==> config.mk <==
export PLATFORM = sky130hd
export DESIGN_NAME = count_scheduler
export DESIGN_NICKNAME = d
export VERILOG_FILES = /design/src/rtl/count_scheduler_pkg.sv /design/src/rtl/count_scheduler_rr_arbiter.sv /design/src/rtl/count_scheduler.sv
export SDC_FILE = /design/constraint.sdc
export NUM_CORES = 1
export LEC_CHECK = 0
export ABC_AREA = 1
export CAP_MARGIN = 30
export CORE_ASPECT_RATIO = 2
export CORE_MARGIN = 4
export CORE_UTILIZATION = 40
export CTS_CLUSTER_DIAMETER = 50
export CTS_CLUSTER_SIZE = 12
export DETAILED_ROUTE_END_ITERATION = 7
export GPL_TIMING_DRIVEN = 0
export PLACE_DENSITY = 0.73
export SLEW_MARGIN = 20
export SYNTH_ARGS = -nofsm -noshare
export SYNTH_HDL_FRONTEND = slang
export SYNTH_SLANG_ARGS = --single-unit
==> constraint.sdc <==
create_clock -name clk -period 9.2 [get_ports clk]
set_clock_uncertainty 0.05 [all_clocks]
set_input_delay 0.92 -clock clk [delete_from_list [all_inputs] [get_ports clk]]
set_output_delay 0.92 -clock clk [all_outputs]
set_load 0.05 [all_outputs]
==> src/rtl/count_scheduler_pkg.sv <==
// Shared types and defaults for the count scheduler: FSM state encoding,
// default widths and an index-width helper.
package count_scheduler_pkg;

    localparam int DEFAULT_WIDTH = 8;
    localparam int DEFAULT_NREQ  = 4;

    typedef enum logic [1:0] {
        IDLE   = 2'd0,
        CLEAR  = 2'd1,
        RUN    = 2'd2,
        FINISH = 2'd3
    } state_t;

    // Bits needed to hold a requester index; never less than one.
    function automatic int idx_width(input int n);
        return (n > 1) ? $clog2(n) : 1;
    endfunction

endpackage

==> src/rtl/count_scheduler_rr_arbiter.sv <==
// Combinational round-robin picker: first requester strictly after
// last_owner (wrapping) wins; valid flags that any request was present.
module rr_arbiter
    import count_scheduler_pkg::*;
#(
    parameter int NREQ = DEFAULT_NREQ,
    parameter int IDXW = idx_width(NREQ)
) (
    input  logic [NREQ-1:0] req,
    input  logic [IDXW-1:0] last_owner,
    output logic [NREQ-1:0] winner,
    output logic            valid
);

    // Scan from last_owner+1 upward; the first hit locks out later candidates.
    always_comb begin
        int   idx;
        logic hit;
        winner = '0;
        valid  = 1'b0;
        idx    = 0;
        hit    = 1'b0;
        for (int i = 1; i <= NREQ; i++) begin
            idx                 = (int'(last_owner) + i) % NREQ;
            hit                 = !valid && req[IDXW'(idx)];
            winner[IDXW'(idx)]  = winner[IDXW'(idx)] | hit;
            valid               = valid | hit;
        end
    end

endmodule

==> src/rtl/count_scheduler.sv <==
// Shared-counter scheduler: grants one requester at a time, clears the
// counter, counts up to the owner's latched length, then reports done/abort.
module count_scheduler
    import count_scheduler_pkg::*;
#(
    parameter int WIDTH = DEFAULT_WIDTH,
    parameter int NREQ  = DEFAULT_NREQ
) (
    input  logic                    clk,
    input  logic                    reset,
    input  logic [NREQ-1:0]         req,
    input  logic [NREQ*WIDTH-1:0]   len,
    output logic [NREQ-1:0]         gnt,
    output logic [WIDTH-1:0]        count,
    output logic                    busy,
    output logic [NREQ-1:0]         done,
    output logic [NREQ-1:0]         abort
);

    localparam int IDXW = idx_width(NREQ);

    state_t            state_r;
    logic [IDXW-1:0]   owner_r;
    logic [IDXW-1:0]   last_owner_r;
    logic [WIDTH-1:0]  len_r;
    logic [WIDTH-1:0]  count_r;
    logic [NREQ-1:0]   gnt_r;
    logic [NREQ-1:0]   done_r;
    logic [NREQ-1:0]   abort_r;
    logic              busy_r;

    logic [NREQ-1:0]   win_s;
    logic              win_valid_s;
    logic [IDXW-1:0]   win_idx_s;
    logic [WIDTH-1:0]  win_len_s;
    logic              owner_req_s;
    logic [NREQ-1:0]   owner_onehot_s;
    logic [WIDTH-1:0]  count_inc_s;

    rr_arbiter #(
        .NREQ (NREQ),
        .IDXW (IDXW)
    ) u_arb (
        .req        (req),
        .last_owner (last_owner_r),
        .winner     (win_s),
        .valid      (win_valid_s)
    );

    // Encode the one-hot winner and fetch its length slice.
    always_comb begin
        win_idx_s = '0;
        for (int i = 0; i < NREQ; i++) begin
            win_idx_s = win_idx_s | (win_s[i] ? IDXW'(i) : '0);
        end
        win_len_s      = len[int'(win_idx_s)*WIDTH +: WIDTH];
        owner_req_s    = req[owner_r];
        owner_onehot_s = NREQ'(1) << owner_r;
        count_inc_s    = count_r + WIDTH'(1);
    end

    // Burst FSM; every output is registered here so it changes only on clk.
    always_ff @(posedge clk) begin
        if (reset) begin
            state_r      <= IDLE;
            owner_r      <= '0;
            last_owner_r <= IDXW'(NREQ - 1);
            len_r        <= '0;
            count_r      <= '0;
            gnt_r        <= '0;
            done_r       <= '0;
            abort_r      <= '0;
            busy_r       <= 1'b0;
        end else begin
            done_r  <= '0;
            abort_r <= '0;
            case (state_r)
                IDLE: begin
                    if (win_valid_s) begin
                        owner_r <= win_idx_s;
                        len_r   <= win_len_s;
                        gnt_r   <= win_s;
                        busy_r  <= 1'b1;
                        state_r <= CLEAR;
                    end else begin
                        gnt_r   <= '0;
                        busy_r  <= 1'b0;
                    end
                end
                CLEAR: begin
                    if (!owner_req_s) begin
                        abort_r      <= owner_onehot_s;
                        gnt_r        <= '0;
                        last_owner_r <= owner_r;
                        busy_r       <= 1'b0;
                        state_r      <= IDLE;
                    end else begin
                        count_r <= '0;
                        state_r <= (len_r == '0) ? FINISH : RUN;
                    end
                end
                RUN: begin
                    // Withdrawal freezes count where it stands.
                    if (!owner_req_s) begin
                        abort_r      <= owner_onehot_s;
                        gnt_r        <= '0;
                        last_owner_r <= owner_r;
                        busy_r       <= 1'b0;
                        state_r      <= IDLE;
                    end else begin
                        count_r <= count_inc_s;
                        state_r <= (count_inc_s == len_r) ? FINISH : RUN;
                    end
                end
                FINISH: begin
                    done_r       <= owner_onehot_s;
                    last_owner_r <= owner_r;
                    busy_r       <= 1'b0;
                    state_r      <= IDLE;
                end
                default: begin
                    gnt_r   <= '0;
                    busy_r  <= 1'b0;
                    state_r <= IDLE;
                end
            endcase
        end
    end

    assign gnt   = gnt_r;
    assign count = count_r;
    assign busy  = busy_r;
    assign done  = done_r;
    assign abort = abort_r;

endmodule

-- Word-level counts from Yosys, hierarchy flattened
Cells that the tools add are included.
- register bits: 35
- input bits: 38
- output and inout bits: 21
- word-level logic and storage cells: 124
- add/sub/neg operators: 5
- order comparisons: 9
- eq/ne operators: 8
- shift operators: 2
- muxes and demuxes: 57
- bitwise logic cells: 12
- reductions and logical operators: 22
- operators with widths (kind ; number):
    $shiftx 32x6->8 ; 1
    $mux 1 ; 26
    $bmux 1 s2 ; 9
    $lt 2x4->1 const B ; 4
    $mux 8 ; 2
    $pmux 8 s2 ; 1
    $bwmux 4 ; 3
    $mux 2 ; 6
    $add 8x1->8 const B ; 1
    $demux 1 s2 ; 4
    $eq 8x8->1 ; 1
    $ge 2x1->1 const B ; 4
    $logic_not 8->1 ; 1
    $mux 4 ; 2
    $pmux 2 s4 ; 1
    $pmux 4 s2 ; 1
    $logic_and 1x1->1 ; 7
    $or 1x1->1 ; 7
    $ne 2x2->1 const B ; 3
    $reduce_and 2->1 ; 3
    $reduce_bool 2->1 ; 3
    $add 2x1->2 const B ; 2
    $add 2x2->2 const B ; 2
    $and 4x4->4 ; 1
    other kinds (15) ; 20

-- Longest topological paths before layout
Gate-level depths: netlist (run 1).
- word-level depth: 25
- gate-level depth with buffers: 27

-- Modules after synthesis
A second synthesis (run 1) with hierarchy kept.
- cells, all modules: 397
- area, all modules: 2560.0 um^2
- by module, submodules not included (module ; instances ; cells each ; area an instance (um^2) ; sequential area each (um^2)):
    count_scheduler ; 1 ; 285 ; 1961.9 ; 700.7
    rr_arbiter ; 1 ; 112 ; 598.1 ; 0.0

-- Worst setup path after synthesis (run 1)
No wires, ideal clock.
- kind: register to register
- start: register last_owner_r[1]
- end: register len_r[7]
- setup time: 0.056 ns
- data arrival time: 2.941 ns
- required time: 9.094 ns
- path slack: 6.154 ns
- stages on the path, launching flop included: 26
- clock period less this slack: 3.046 ns
- cell sequence: dfxtp_1 -> inv_1 -> ha_1 -> inv_1 -> nand2_1 -> nand2_2 -> nand2_1 -> nand2_1 -> nand3_1 -> nand3_1 -> nand2_1 -> nand2_1 -> nand2_1 -> nand4_1 -> nand3_1 -> nand3_2 -> nand2_4 -> nand3_2 -> nand2_4 -> nand2_4 -> buf_6 -> nor2_1 -> nand2_1 -> nand3_1 -> nand2_1 -> inv_1
- longest elaborated chain between the ends: 25
- elaborated cells on any way between the ends: 72
- those cells by class: add/sub (4); order compare (8); shift (1); mux (38); bitwise (10); reduce/logical (11)
- RTL lines (element ; RTL line ; text):
    start: declaration ; count_scheduler.sv:24 ; logic [IDXW-1:0] last_owner_r;
    start signal: assignment ; count_scheduler.sv:67 ; last_owner_r <= IDXW'(NREQ - 1);
    start signal: assignment ; count_scheduler.sv:94 ; last_owner_r <= owner_r;
    start signal: assignment ; count_scheduler.sv:107 ; last_owner_r <= owner_r;
    $add 2x1->2 ; count_scheduler_rr_arbiter.sv:24 ; idx = (int'(last_owner) + i) % NREQ;
    $lt 2x4->1 (not written as such), or another cell as far along ; count_scheduler_rr_arbiter.sv:26 ; winner[IDXW'(idx)] = winner[IDXW'(idx)] | hit;
    $logic_and 1x1->1 (not written as such), or another cell as far along ; count_scheduler_rr_arbiter.sv:26 ;
    $mux 1 (on tied branches) ; count_scheduler_rr_arbiter.sv:26, count_scheduler_rr_arbiter.sv:25 ;
    $demux 1 s2 or $or 1x1->1 (tied branches) ; -- ;
    $and 4x4->4 (no source line) ; -- ;
    $bmux 1 s2 ; count_scheduler_rr_arbiter.sv:26 ;
    $mux 1 (not written as such) (2 in a row) ; count_scheduler_rr_arbiter.sv:26 ;
    [... 7 more ...] ; -- ;
    $bmux 1 s2 ; count_scheduler_rr_arbiter.sv:26 ;
    $mux 1 (not written as such) (2 in a row) ; count_scheduler_rr_arbiter.sv:26 ;
    $or 1x1->1 ; count_scheduler_rr_arbiter.sv:26 ;
    $bwmux 4 ; count_scheduler_rr_arbiter.sv:26 ;
    $mux 1 or $mux 2 (tied branches) ; count_scheduler.sv:54 ; win_idx_s = win_idx_s | (win_s[i] ? IDXW'(i) : '0);
    $or 1x2->2 ; count_scheduler.sv:54 ;
    $or 2x2->2 ; count_scheduler.sv:54 ;
    $shiftx 32x6->8 ; count_scheduler.sv:56 ; win_len_s = len[int'(win_idx_s)*WIDTH +: WIDTH];
    end signal: assignment ; count_scheduler.sv:81 ; len_r <= win_len_s;
    end: declaration ; count_scheduler.sv:25 ; logic [WIDTH-1:0] len_r;
Parallel ways exist; a longest one is shown, timed or not. The select of a mux whose other input is x is not followed.
A chain may end at the register's enable or synchronous reset.

-- Worst setup path after layout (run 1)
- start: register last_owner_r[1]
- end: register len_r[6]
The elaborated chain is that of the path after synthesis.

==> metrics.yaml, run 1 <==
htreeDepth: 2
setup_violations: 0
critPathRequiredTime_ns: 9.37
maxSlewViolCount: 0
post-route-min-period_ns: 3.821
hpwl_mm: 5.745
antenna_found_initial: 0
instances_no_fill: 552
vdd_ir_drop_max_uv: 185.3
cts_root_buf: "clkbuf_16"
status: "complete, no violations"
area_growth_pct: 32.26
yosysSeqAreaShare: 0.2767
placed_cells: 544
clock-sinks: 35
die-area_um2: 7746
drc: 0
crit_end: "len_r[6]"
syn_nets: 451
grt_setup_unrepaired: "no"
power_density_nw_per_um2: 316.3
arrival_ns: 3.99
drt-wirelength-per-cell_um: 12.70
grt.total_usage: 0.1875
synth_top_area_cell: "dfxtp_1"
cts_buffers: 5
io_buffers: 57
fin_nets: 515
cts_hold_buf: 0
end_kind: "register"
wirelength_mm: 7.011
antennaDiodeCount: 0
synth_adder_area_share: 0.04941
clk_pin_slew_ns: 0.05
grt_pass1_wl_mm: 11.69
nFillCells: 650
grt_pass1_vias: 2688
clk_latency_ns: 0.28
tritoncts: "done"
cp_num_buf_inv: 4
crit_type: "reg -> reg"
max_freq_mhz: 261.7
drv_cap: 0
final_cell_area_um2: 3349
num_vias: 2770
muxShareOfSynthArea: 0
cpMostUsedCell: "nand2_1"
slew_headroom: 0.6614
rows: 40
critPathTopFamily: "simple AND/OR/NAND/NOR gates"
die_y_um: 120.5
critPathMaxFanout: 11
fin_crit_sh: 0.4153
yosys-top-cells-area: "dfxtp_1 (28%), nand2_1 (15%), inv_1 (9.9%)"
ctsResizeCount: 0
cp_num_cells: 25
synthXorXnorAreaFrac: 0.03113
hold_viol_final: 0
tightest_slew_ns: 0.5063
fin_util: 0.5486
synth-compound-area-share: 0.1383
cpMaxStageDelayCell: "dfxtp_1"
avgSynthCellArea_um2: 6.284
die_x_um: 64.27
ys_types: 31
gr-total-overflow: 0
syn_inst: 403
cts_setup_buffers: 0
syn-cell-area_um2: 2532
num_io_pins: 59
synth_top_family_by_area: "simple AND/OR/NAND/NOR gates"
start_kind: "register"
leakage_nw: 1.582
initial_utilization: 0.4148
drtIter0Drc: 177
crit_start: "last_owner_r[1]"
synth-simple-area-share: 0.3755
rr_worst_depth: 25
ff2ff_setup_slack_ns: 5.38
drive_above_1_share: 0.05769
clockBufferDepth: 2
yosysTopAreaCellShare: 0.2767
r2r_end: "len_r[6]"
hp-class: "reg -> reg"
slowest_delay_ns: 0.57
firstDrtPassIters: 4
via_per_inst: 5.018
ys_warn_count: 0
tns_ns: 0
regToRegStartpoint: "last_owner_r[1]"
place_area_um2: 3208
synth_seq_cells: 35
grt_start_max_net_pins: 13
routabilityCongestion: 0.8605
core-area_um2: 6106
postRouteAntennaNets: 0
synthesized netlist by cell type (all sizes together):
cell and n:
buf 4, or2 1, dfxtp 35, a21oi 41, ha 10, o21bai 1, inv 70, a21o 2
xor2 8, nor3 3, a311o 1, a31oi 1, clkbuf 4, a31o 1, nand3 49, xnor2 1
o311ai 1, o22ai 3, clkinv 2, nor2 26, nand2 110, o21ai 14, nand3b 8, nand4 7
worst register-to-register path, stage by stage, from the launching register on:
cell	delay [ns]
dfxtp_1	0.57
inv_1	0.26
ha_1	0.48
inv_1	0.15
nand2_1	0.11
nand2_2	0.10
nand2_1	0.10
nand2_1	0.05
nand3_1	0.15
nand3_1	0.13
nand2_1	0.10
nand2_1	0.06
nand2_1	0.10
nand4_1	0.12
nand3_1	0.13
nand3_2	0.09
nand2_4	0.12
nand3_4	0.14
nand2_4	0.17
nand2_4	0.10
buf_6	0.15
nand2_1	0.06
nand3_1	0.07
nand3_1	0.10
nand2_1	0.06
inv_1	0.05
routing by layer:
metal | wire, µm | share of wire | track usage
met5 | 0 | 0 | 0
met4 | 181 | 0.026 | 0.07152
met3 | 205 | 0.029 | 0.02974
met2 | 4133 | 0.59 | 0.3789
met1 | 2490 | 0.36 | 0.1802
per-stage QoR:
| step | power [mW] | setup WS, ns | hold WS (ns) |
|---|---|---|---|
| 6_report | 1.059 | 5.379 | 0.4277 |
| 5_1_grt | 1.154 | 5.025 | 0.4670 |
| 4_1_cts | 1.063 | 5.427 | 0.4261 |
| 3_5_place_dp | 0.9024 | 5.253 | 0.4176 |
| 3_3_place_gp | 0.8911 | 5.345 | 0.4145 |
| 2_1_floorplan | 0.7356 | 6.154 | 0.4216 |
logic make-up (layout without fill, tap and decap cells):
kind of cell	after synthesis	count (layout)
and+or+nand+nor	204	204
buffers and inverters	80	145
AOI/OAI and AO/OA	65	65
DFF	35	35
adders and majority gates	10	10
xor gates and xnor gates	9	9
sequential cells by signal, summed over array words and instances, names as in the netlist:
name and count:
gnt 4, busy 1, len_r 8, count 8
done 4, owner_r 2, last_owner_r 2, abort 4
state_r 2
layout by cell type (no fill, tap or decap), drive strengths merged:
cell type	instances
nor2	26
xnor2	1
nor3	3
clkinvlp	1
o311ai	1
o21bai	1
dfxtp	35
or2	1
buf	4
a311o	1
nand4	7
nand2	110
nand3b	8
inv	70
xor2	8
clkdlybuf4s50	57
o22ai	3
a31o	1
a21oi	41
ha	10
a31oi	1
clkbuf	10
clkinv	3
o21ai	14
nand3	49
a21o	2
layout make-up:
type                            instances  area [µm²]  area share
Tap cell                               84       105.1     0.03138
Clock inverter                          2       12.51    0.003736
Clock buffer                            6       128.9     0.03848
Sequential cell                        35       700.7      0.2092
Inverter                               72       270.3     0.08069
Buffer                                  8       56.30     0.01681
Multi-Input combinational cell        288        1505      0.4494
Timing Repair Buffer                   57       570.5      0.1703
report_power, final:
part / total (mW) / internal [mW] / switching (mW)
sequential: 0.209 / 0.185 / 0.0242
combinational: 0.693 / 0.244 / 0.449
clock: 0.157 / 0.0996 / 0.0579
total: 1.06 / 0.528 / 0.531
worst min path at each step:
stage / cells past startpoint / from / slack (ns) / to
6_report: 2 / gnt[2] / 0.43 / gnt[2]
5_1_grt: 2 / gnt[2] / 0.47 / gnt[2]
3_3_place_gp: 2 / gnt[2] / 0.41 / gnt[2]
3_5_place_dp: 2 / gnt[2] / 0.42 / gnt[2]
4_1_cts: 2 / gnt[2] / 0.43 / gnt[2]
2_1_floorplan: 2 / state_r[1] / 0.42 / state_r[1]
Power figures use the tool's default switching activity.
==> run 2, diff against run 1 <==
- clock period: 9.2 -> 3.8 ns (I/O delays scaled with it)
==> run 2 against run 1 <==
Against the previous run:
- register-to-register slack got worse by 5.1 ns
- clock power rose by 140%
- via count increased by 0.90%
- non-clock buffer count increased by 2
- utilization grew 0.43 points
- maximum frequency rose by 10%
- global-route usage unchanged
- routed wire length increased by 1.6%
- highest routed layer unchanged
- final area increased by 0.78%
- largest power group unchanged
- sequential power increased by 140%
- die area unchanged
==> metrics.yaml, run 2 (same netlist as run 1, synthesis figures left out) <==
status: "complete, no violations"
max_freq_mhz: 288.0  # +10%
p_switching_mw: 1.294  # +140%
p_total_mw: 2.587  # +140%
gr-total-overflow: 0  # unchanged
tns_ns: 0  # unchanged
drc: 0  # unchanged
p_int_mw: 1.293  # +140%
postRouteAntennaNets: 0  # unchanged
clockBufferDepth: 2  # unchanged
cts_buffers: 5  # unchanged
initial_utilization: 0.4148  # unchanged
wirelength_mm: 7.126  # +1.6%
fin_ws_ns: 0.3281  # -5.051 ns
grt.total_usage: 0.1875  # unchanged
hold_viol_final: 0  # unchanged
via_per_inst: 5.045  # +0.54%
tritoncts: "done"
clk_latency_ns: 0.28  # about the same
fin_crit_sh: 0.9137  # +0.4984
crit_type: "reg -> reg"
htreeDepth: 2  # unchanged
fin_nets: 517  # +0.39%
clk_pin_slew_ns: 0.05  # about the same
slew_headroom: 0.6614  # unchanged
placed_cells: 544  # unchanged
core-area_um2: 6106  # unchanged
drtIter0Drc: 216  # +22%
drt-wirelength-per-cell_um: 12.86  # +1.3%
final_cell_mix: "nand2_1 (103), inv_1 (66), clkdlybuf4s50_1 (57), nand3_1 (45), a21oi_1 (41)"
critPathMaxFanout: 11  # unchanged
start_kind: "register"
end_kind: "register"
p_sw_frac: 0.5000  # -0.001400
firstDrtPassIters: 5  # +1
pwr-share-seq: 0.198  # about the same
arrival_ns: 3.65  # -0.34 ns
area_growth_pct: 33.30
antenna_found_initial: 0  # unchanged
power_frac_comb: 0.654  # about the same
hp-class: "reg -> reg"
die_y_um: 120.5  # unchanged
grt_setup_unrepaired: "no"
final_common_cell: "nand2_1"
grt_pass1_wl_mm: 11.69  # unchanged
die_x_um: 64.27  # unchanged
hpwl_mm: 5.745  # unchanged
post-route-min-period_ns: 3.472  # -0.3487 ns
critPathRequiredTime_ns: 3.97  # -5.40 ns
leakage_nw: 1.581  # about the same
cts_hold_buf: 0  # unchanged
num_io_pins: 59  # unchanged
pre_cts_ws_ns: 0.03819  # -5.215 ns
drive_above_1_share: 0.07021  # +0.01252
routabilityCongestion: 0.8605  # unchanged
maxSlewViolCount: 0  # unchanged
grt_start_max_net_pins: 13  # unchanged
antennaDiodeCount: 0  # unchanged
tightest_slew_ns: 0.5063  # unchanged
num_vias: 2795  # +0.90%
clock-sinks: 35  # unchanged
p_clk_frac: 0.148  # about the same
setup_violations: 0  # unchanged
rows: 40  # unchanged
power_density_nw_per_um2: 766.3  # +140%
vdd_ir_drop_max_uv: 445.6  # +140%
cts_root_buf: "clkbuf_16"
ff2ff_setup_slack_ns: 0.33  # -5.05 ns
grt_pass1_vias: 2688  # unchanged
drv_cap: 0  # unchanged
instances_no_fill: 554  # +0.36%
die-area_um2: 7746  # unchanged
io_buffers: 57  # unchanged
-- run 2: critical path, cell delays in order, from the launching register on --
cell	delay, ns
dfxtp_4	0.43
clkinvlp_4	0.16
ha_2	0.42
inv_1	0.13
nand2_1	0.10
nand2_2	0.10
nand2_1	0.10
nand2_1	0.05
nand3_1	0.15
nand3_1	0.12
nand2_1	0.10
nand2_1	0.05
nand2_1	0.10
nand4_1	0.12
nand3_1	0.13
nand3_2	0.09
nand2_4	0.10
nand3_4	0.14
nand2_4	0.17
nand2_4	0.10
buf_6	0.15
nand2_1	0.06
nand3_1	0.06
nand3_1	0.10
nand2_1	0.06
inv_1	0.05
-- run 2: per-stage QoR --
step | hold slack [ns] | util | cell area [µm²]
floorplan | 0.4216 | - | 2532
detailed placement | 0.4176 | 0.5254 | 3208
CTS | 0.4261 | 0.5486 | 3349
finish | 0.4267 | 0.5529 | 3376
global placement | 0.4145 | 0.5254 | 3208
global route | 0.4670 | 0.5529 | 3376
-- run 2: worst paths after layout --
check	cells after the start	start	endpoint
max	25	last_owner_r[1]	len_r[6]
min	2	gnt[2]	gnt[2]
max reg2reg	25	last_owner_r[1]	len_r[6]
min reg2reg	2	gnt[2]	gnt[2]
-- run 2: timing repair --
action	in CTS	in global routing
setup endpoints to repair	0	10
setup buffers	0	2
gates resized for setup	0	5
-- run 2: cell type report --
cell class / count / area [µm²]
Multi-Input combinational cell: 288 / 1508
Timing Repair Buffer: 59 / 585.6
Inverter: 72 / 274.0
Sequential cell: 35 / 705.7
Buffer: 8 / 56.30
Clock inverter: 2 / 12.51
Tap cell: 84 / 105.1
Clock buffer: 6 / 128.9
Fill cell: 647 / 2730
-- run 2: power by group through the flow --
stage	logic (mW)	clock network, mW	registers (mW)
after floorplan	1.20	0	0.583
after global placement	1.65	0	0.510
after detailed placement	1.67	0	0.514
after CTS	1.68	0.389	0.506
after global routing	1.88	0.408	0.522
final	1.69	0.382	0.512
-- run 2: routing by layer --
layer,vias up,GRT usage,share of wire
met2,62,0.3789,0.60
li1,1424,-,-
met5,-,0,0
met4,0,0.07152,0.024
met3,15,0.02974,0.029
met1,1294,0.1802,0.35
==> run 3, diff against run 2 <==
- ABC_CLOCK_PERIOD_IN_PS: unset -> 3800
- SYNTH_HIERARCHICAL: unset -> 1
==> run 3 against run 2 <==
Against the previous run:
- sequential share of layout area down 0.62 points
- register-to-register slack worse by 0.099 ns
- critical path depth did not move
- non-clock buffer count is 7 higher
- largest cell class unchanged
==> metrics.yaml, run 3 <==
start_kind: "register"
maxSlewViolCount: 0  # unchanged
drive_above_1_share: 0.1301  # +0.05985
drtIter0Drc: 132  # -39%
fin_ws_ns: 0.2292  # -0.09897 ns
ys.flop_type: "dfxtp_1"
synth_top_area_cell: "dfxtp_1"
die_y_um: 121.1  # +0.51%
post-route-min-period_ns: 3.571  # +0.09897 ns
drc: 0  # unchanged
grt_start_max_net_pins: 14  # +1
rows: 41  # +2.5%
critPathRequiredTime_ns: 3.90  # -0.07 ns
hp-class: "reg -> reg"
ys_warn_count: 6  # +6
pre_cts_ws_ns: -0.1792  # -0.2174 ns
synth-edff-count: 0  # unchanged
wl_met3_um: 160  # -22%
syn_inst: 397  # -1.5%
num_io_pins: 59  # unchanged
postRouteAntennaNets: 0  # unchanged
die_x_um: 64.57  # +0.47%
fin_nets: 516  # -0.19%
syn-cell-area_um2: 2560  # +1.1%
grt_pass1_vias: 2716  # +1.0%
tightest_slew_ns: 0.5171  # +0.01078 ns
area_growth_pct: 35.92
post-synth-top-count-cell: "nand2_1"
arrival_ns: 3.67  # +0.02 ns
firstDrtPassIters: 4  # -1
cts_hold_buf: 0  # unchanged
core-area_um2: 6259  # +2.5%
fin_crit_sh: 0.9397  # +0.02604
power_density_nw_per_um2: 795.4  # +3.8%
io_buffers: 58  # +1.8%
top_layer_used: "met4"
cts_root_buf: "clkbuf_16"
max_freq_mhz: 280.0  # -2.8%
clk_pin_slew_ns: 0.06  # about the same
yosysTopAreaCellShare: 0.2737  # -0.002975
wl_met1_mm: 2.582  # +3.1%
wirelength_mm: 7.324  # +2.8%
synth_seq_cells: 35  # unchanged
leakage_nw: 1.492  # -5.7%
antenna_found_initial: 0  # unchanged
synthTopCellsByCount: "nand2_1 (98), nor2_1 (47), nand3_1 (41)"
slew_headroom: 0.6542  # -0.007212
end_kind: "register"
hold_viol_final: 0  # unchanged
grt.total_usage: 0.1949  # +0.007377
dr_wl_met2_mm: 4.346  # +2.4%
cts_buffers: 5  # unchanged
avgSynthCellArea_um2: 6.448  # +2.6%
gr-total-overflow: 0  # unchanged
nFillCells: 642  # -0.77%
tritoncts: "done"
grt_setup_unrepaired: "yes"
yosys-top-cells-area: "dfxtp_1 (27%), nand2_1 (14%), nand3_1 (8.0%)"
critPathMaxFanout: 12  # +1
ys_types: 31  # unchanged
cpMaxStageDelayCell: "ha_2"
antennaDiodeCount: 0  # unchanged
status: "complete, no violations"
async_flop_share: 0  # unchanged
setup_violations: 0  # unchanged
final_cell_mix: "nand2_1 (98), clkdlybuf4s50_1 (58), nor2_1 (47), nand3_1 (41), inv_1 (34)"
htreeDepth: 2  # unchanged
drt-wirelength-per-cell_um: 13.20  # +2.6%
vdd_ir_drop_max_uv: 501.0  # +12%
slowest_delay_ns: 0.40  # -0.03 ns
final_common_cell: "nand2_1"
drv_cap: 0  # unchanged
syn_nets: 445  # -1.3%
crit_type: "reg -> reg"
clock-sinks: 35  # unchanged
num_vias: 2768  # -0.97%
clockBufferDepth: 2  # unchanged
die-area_um2: 7822  # +0.98%
routabilityCongestion: 0.8297  # -3.6%
yosysSeqAreaShare: 0.2737  # -0.002975
initial_utilization: 0.4090  # -0.005718
p_total_mw: 2.768  # +7.0%
via_per_inst: 4.987  # -1.1%
hpwl_mm: 5.814  # +1.2%
grt_pass1_wl_mm: 12.00  # +2.7%
clk_latency_ns: 0.28  # about the same
==> run 3: cell types whose count changed after synthesis, sizes merged, moves of 3 or more <==
cell | before | now
a31oi | 1 | 8
a21oi | 41 | 23
nor2 | 26 | 54
nand3 | 49 | 46
o21ai | 14 | 35
nand4 | 7 | 2
xor2 | 8 | 0
inv | 70 | 43
nor3 | 3 | 8
nand3b | 8 | 5
o22ai | 3 | 0
==> run 3: report_power, final <==
part | switching, mW | leakage (nW) | internal (mW)
combinational | 1.10 | 1.12 | 0.659
sequential | 0.0823 | 0.286 | 0.450
clock | 0.162 | 0.0844 | 0.313
==> run 3: cells by family after synthesis <==
family,after synthesis,synth area share
simple gates,227,0.4233
compound gates,70,0.1569
buf+inv,55,0.09726
flops,35,0.2737
fa+ha+maj,10,0.04888
==> run 3: worst paths after layout <==
check | from | end | slack (ns) | depth (start not counted)
worst max register to register | last_owner_r[0] | len_r[0] | 0.23 | 25
worst min register to register | gnt[0] | gnt[0] | 0.41 | 2
worst max-delay path | last_owner_r[0] | len_r[0] | 0.23 | 25
worst min-delay path | gnt[0] | gnt[0] | 0.41 | 2
==> run 3: final cells by class <==
class                           count  area, µm²  area share
Clock buffer                        5      125.1     0.03596
Timing Repair Buffer               64      625.6      0.1798
Multi-Input combinational cell    307       1613      0.4635
Tap cell                           86      107.6     0.03092
Clock inverter                      3      47.55     0.01366
Sequential cell                    35      705.7      0.2028
Buffer                             10      76.32     0.02193
Inverter                           45      178.9     0.05142
==> run 3: stage by stage <==
| stage | hold WS, ns | instance area [µm²] | cells | util | setup TNS, ns |
|---|---|---|---|---|---|
| floorplan | 0.3991 | 2560 | 397 | - | 0 |
| global placement | 0.4008 | 3248 | 541 | 0.5190 | -0.1075 |
| detailed placement | 0.4022 | 3248 | 541 | 0.5190 | -0.9745 |
| CTS | 0.4109 | 3422 | 549 | 0.5468 | 0 |
| global route | 0.4424 | 3480 | 555 | 0.5560 | -0.04766 |
| finish | 0.4064 | 3480 | 555 | 0.5560 | 0 |
==> run 3: layer usage <==
metal / global-route usage / vias to the layer above
met5: 0 / -
met1: 0.1780 / 1244
met4: 0.1099 / 0
met2: 0.3964 / 64
li1: - / 1444
met3: 0.01761 / 16
==> run 3: repair_timing <==
action                                  in CTS  in global routing
resized for setup                            2                  6
pin swaps                                    0                  2
endpoints found under the setup margin       9                  9
buffers inserted                             0                  6
==> run 3: worst max-delay path: cells and delay by family (launching register included) <==
kind / cells / cell delay, ns
AND/OR/NAND/NOR: 16 / 1.45
buffers and inverters: 5 / 0.67
adder cells (fa/ha/maj): 1 / 0.40
flip-flops: 1 / 0.39
AO/OA/AOI/OAI: 3 / 0.44
==> patch 1, RTL diff (settings of run 1) <==
Re-encode `state_t` (4 states) as one-hot, 4 bits wide.
--- a/src/rtl/count_scheduler_pkg.sv
+++ b/src/rtl/count_scheduler_pkg.sv
@@ -7,7 +7,7 @@
 
-    typedef enum logic [1:0] {
-        IDLE   = 2'd0,
-        CLEAR  = 2'd1,
-        RUN    = 2'd2,
-        FINISH = 2'd3
+    typedef enum logic [3:0] {
+        IDLE   = 4'b0001,
+        CLEAR  = 4'b0010,
+        RUN    = 4'b0100,
+        FINISH = 4'b1000
     } state_t;
Function: no difference found for any inputs over 10 cycles, from zero or initial values and one cycle with reset high; not proved beyond that.
==> patch 1 against run 1 <==
Combinational power fell by 23%. Sequential power up 3%. Sequential cell count rose by 2. Area after synthesis is 0.59% higher. Routed wire length grew 2.0%. Total power fell by 11%. Worst setup slack improved by 160 ps. Cell count rose by 0.72%. Cell area up 1.3%.
==> patch 1: results <==
group,metric,value,unit
grt,grt_pass1_wl,11800,um
synthesis,synthMuxAreaShare,0.393,%
grt,grt_pass1_vias,2752,
detailed_routing,dr.first_iter.drc_count,115,
grt,grt_max_degree,14,
place,portBuffers,57,
setup_path,crit_path_max_fanout,10,
detailed_routing,vias_per_cell,5.06,
place,hpwlAfterDp,5820,um
detailed_routing,wl,7150,um
synthesis,synth_compound_area_share,12.2,%
grt,grt_use_total,19.2,%
finish,drive_above_1_share,6.36,%
place,place_area,3220,sq um
power_and_ir_drop,ir_worst_vdd,178,uV
setup_path,worstPathArrival,3790,ps
sta,slew_headroom,57.9,%
power_and_ir_drop,p_leak,1.57,nW
synthesis,synth.area.top_cells,"dfxtp_1 (29%), nand2_1 (15%), nand3_1 (10%), inv_1 (9.3%), a21oi_1 (6.9%)",
synthesis,synth.most_common_cell,"nand2_1",
synthesis,netlist-cell-type-count,35,
synthesis,synthXorXnorAreaFrac,2.06,%
clocking,htree_levels,2,
outcome,status,"completed",
place,routabilityCongestion,0.908,
synthesis,synthAdderAreaFrac,2.95,%
## patch 1: changes by cell type in the layout (fill, tap and decap cells not counted), sizes merged, moves of 4 or more
cell,change
a21oi,-5
nor2,+7
ha,-4
nand3,+6
nor4,+4
o21ai,-5
inv,-4
nor3,+6
## patch 1: cells by family (layout without fill, tap and decap cells)
family | Yosys count | in the layout
adders and majority gates | 6 | 6
buffers and inverters | 77 | 142
DFF | 37 | 37
AOI/OAI and AO/OA | 55 | 55
xor gates and xnor gates | 6 | 6
and+or+nand+nor | 225 | 225
muxes | 1 | 1
## patch 1: layout make-up
class / count / area, sq um
timing repair buffer: 57 / 571
buffer: 10 / 57.6
multi-input combinational: 293 / 1500
fill: 648 / 2710
inverter: 67 / 251
clock buffer: 5 / 125
clock inverter: 3 / 46.3
tap: 84 / 105
sequential: 37 / 741
## patch 1: critical path, cell delays in order
cell and delay [ps]:
clkdlybuf4s50_1 510, inv_1 50, nand2_1 70, nand3_1 110, nand2_2 140, nand2_1 80, nand2_1 70, nand3_2 110
nand3_1 120, nand3_1 90, nand2_1 80, nand2_1 80, nand3_1 120, nand2_1 70, nand3_1 80, nand3_2 140
nand3_4 190, nand2_4 120, nand2_4 150, buf_6 150, nand2_1 60, nand3_1 60, nand3_1 90, nand2_1 90
inv_1 40
## patch 1: routing by layer
layer | share of wire (%) | GRT usage [%] | vias to the layer above
li1 | - | - | 1439
met5 | 0 | 0 | -
met3 | 3.1 | 3.06 | 26
met2 | 57 | 37.5 | 70
met1 | 35 | 18.2 | 1281
met4 | 4.9 | 10.9 | 0
## patch 1: final timing paths
path,startpoint,to,slack (ps),cells past startpoint
hold / removal,gnt[1],gnt[1],410,2
hold reg to reg,gnt[1],gnt[1],410,2
setup / recovery,req[3],len_r[1],5540,25
setup reg to reg,last_owner_r[1],len_r[1],5540,26
## patch 1: per-stage QoR
| step | instances | power, mW | worst slack (ps) |
|---|---|---|---|
| 2_1_floorplan | 407 | 0.616 | 6160 |
| 3_3_place_gp | 548 | 0.743 | 5280 |
| 3_5_place_dp | 548 | 0.752 | 5270 |
| 4_1_cts | 556 | 0.950 | 5530 |
| 5_1_grt | 556 | 1.03 | 5140 |
| 6_report | 556 | 0.947 | 5540 |
## patch 1: report_power, final
group          switching (mW)  leakage (nW)  internal (mW)
Combinational           0.346          1.19          0.189
Sequential             0.0235         0.302          0.192
Clock                  0.0684        0.0800          0.128
==> patch 2, RTL diff (config.mk and constraints of run 1) <==
Made on the original files. Change the package constant `DEFAULT_WIDTH` from 8 to 7.
--- a/src/rtl/count_scheduler_pkg.sv
+++ b/src/rtl/count_scheduler_pkg.sv
@@ -4,3 +4,3 @@
 
-    localparam int DEFAULT_WIDTH = 8;
+    localparam int DEFAULT_WIDTH = 7;
     localparam int DEFAULT_NREQ  = 4;
Ports: changed (resized count and len); port bits go from 59 to 54. No check against the original RTL was run, so the function may have changed too.
==> patch 2 against run 1 <==
First-iteration DRC count up 19%. Count of clock-buffer cells in the layout up 1. Combinational power down 2%. Worst setup slack better by 77 ps. Cell area down 5.3%. Routed wire length down 4.6%. Total power down 0.47%. Sequential cell count down 2. Area after synthesis down 4.9%. Cell count down 9.4%.
==> patch 2: results <==
group,metric,value,unit
outcome,status,"completed",
detailed_routing,wl_met1,2350,um
synthesis,synth.net_count,422,
detailed_routing,via_count,2615,
place,dp.cells,492,
place,portBuffers,53,
synthesis,netlist-cell-type-count,34,
detailed_routing,wl_per_cell,13.4,um
place,hpwlAfterDp,5400,um
sta,min_period_over_period,40.7,%
clocking,cts_buffers,5,
detailed_routing,dr.first_iter.drc_count,210,
detailed_routing,firstDrtPassIters,5,
setup_path,cp_top_family,"simple AND/OR/NAND/NOR gates",
grt,grt_pass1_wl,11100,um
sta,slew_headroom,65.9,%
power_and_ir_drop,powerComb,0.679,mW
synthesis,synth_common_cells,"nand2_1 (96), inv_1 (61), nand3_1 (42)",
clocking,htree_levels,2,
finish,nFillCells,572,
power_and_ir_drop,p_clk_share,16.3,%
grt,use_met3,2.87,%
grt,grtUsageMet2,38.3,%
setup_path,critPathMaxStageDelay,570,ps
grt,grt_pass1_vias,2542,
finish,drive_above_1_share,6.83,%
place,pre_cts_ws,5350,ps
place,routabilityCongestion,0.886,
finish,nNetsFinal,482,
power_and_ir_drop,ir_worst_vdd,226,uV
synthesis,synth.area.top_cells,"dfxtp_1 (27%), nand2_1 (15%), inv_1 (9.5%), nand3_1 (8.7%), a21oi_1 (7.5%)",
detailed_routing,vias_per_cell,5.23,
clocking,cts_setup_buffers,0,
detailed_routing,wl_met2,4010,um
power_and_ir_drop,p_leak,1.52,nW
clocking,clock_latency,270,ps
power_and_ir_drop,switching_share,49.6,%
power_and_ir_drop,power.density,332,nW/um^2
setup_path,ff2ff_setup_slack,5460,ps
finish,final_core_util,55.1,%
grt,grt_use_total,18.3,%
detailed_routing,wl_met3,191,um
place,place_area,3010,sq um
synthesis,yosys_warnings,0,
sta,hold_slack,423,ps
synthesis,synth_cells,378,
grt,grtUsageMet1,16.7,%
synthesis,yosysSeqAreaShare,27.4,%
setup_path,worstPathArrival,3920,ps
## patch 2: changes by cell type after synthesis, sizes merged, moves of 2 or more
cell,change
nand2,-7
inv,-6
a21oi,-5
a211oi,+2
dfxtp,-2
nand4,-2
xor2,-2
## patch 2: path summary, 6_finish.rpt
kind | from | to | depth (start not counted)
setup / recovery | last_owner_r[1] | len_r[4] | 25
hold / removal | gnt[2] | gnt[2] | 2
setup reg to reg | last_owner_r[1] | len_r[4] | 25
hold reg to reg | gnt[2] | gnt[2] | 2
## patch 2: layout make-up
class / instances / share of cell area [%]
clock buffer: 7 / 4.81
timing repair buffer: 53 / 16.7
sequential: 33 / 20.8
clock inverter: 1 / 0.158
tap: 61 / 2.41
inverter: 65 / 7.69
multi-input combinational: 273 / 45.7
buffer: 7 / 1.66
## patch 2: logic make-up after synthesis
logic type,Yosys count,synth area share [%]
DFF,33,27.4
buffers and inverters,72,12.3
AOI/OAI and AO/OA,63,14.5
adders and majority gates,10,5.20
xor gates and xnor gates,6,2.18
and+or+nand+nor,194,38.4
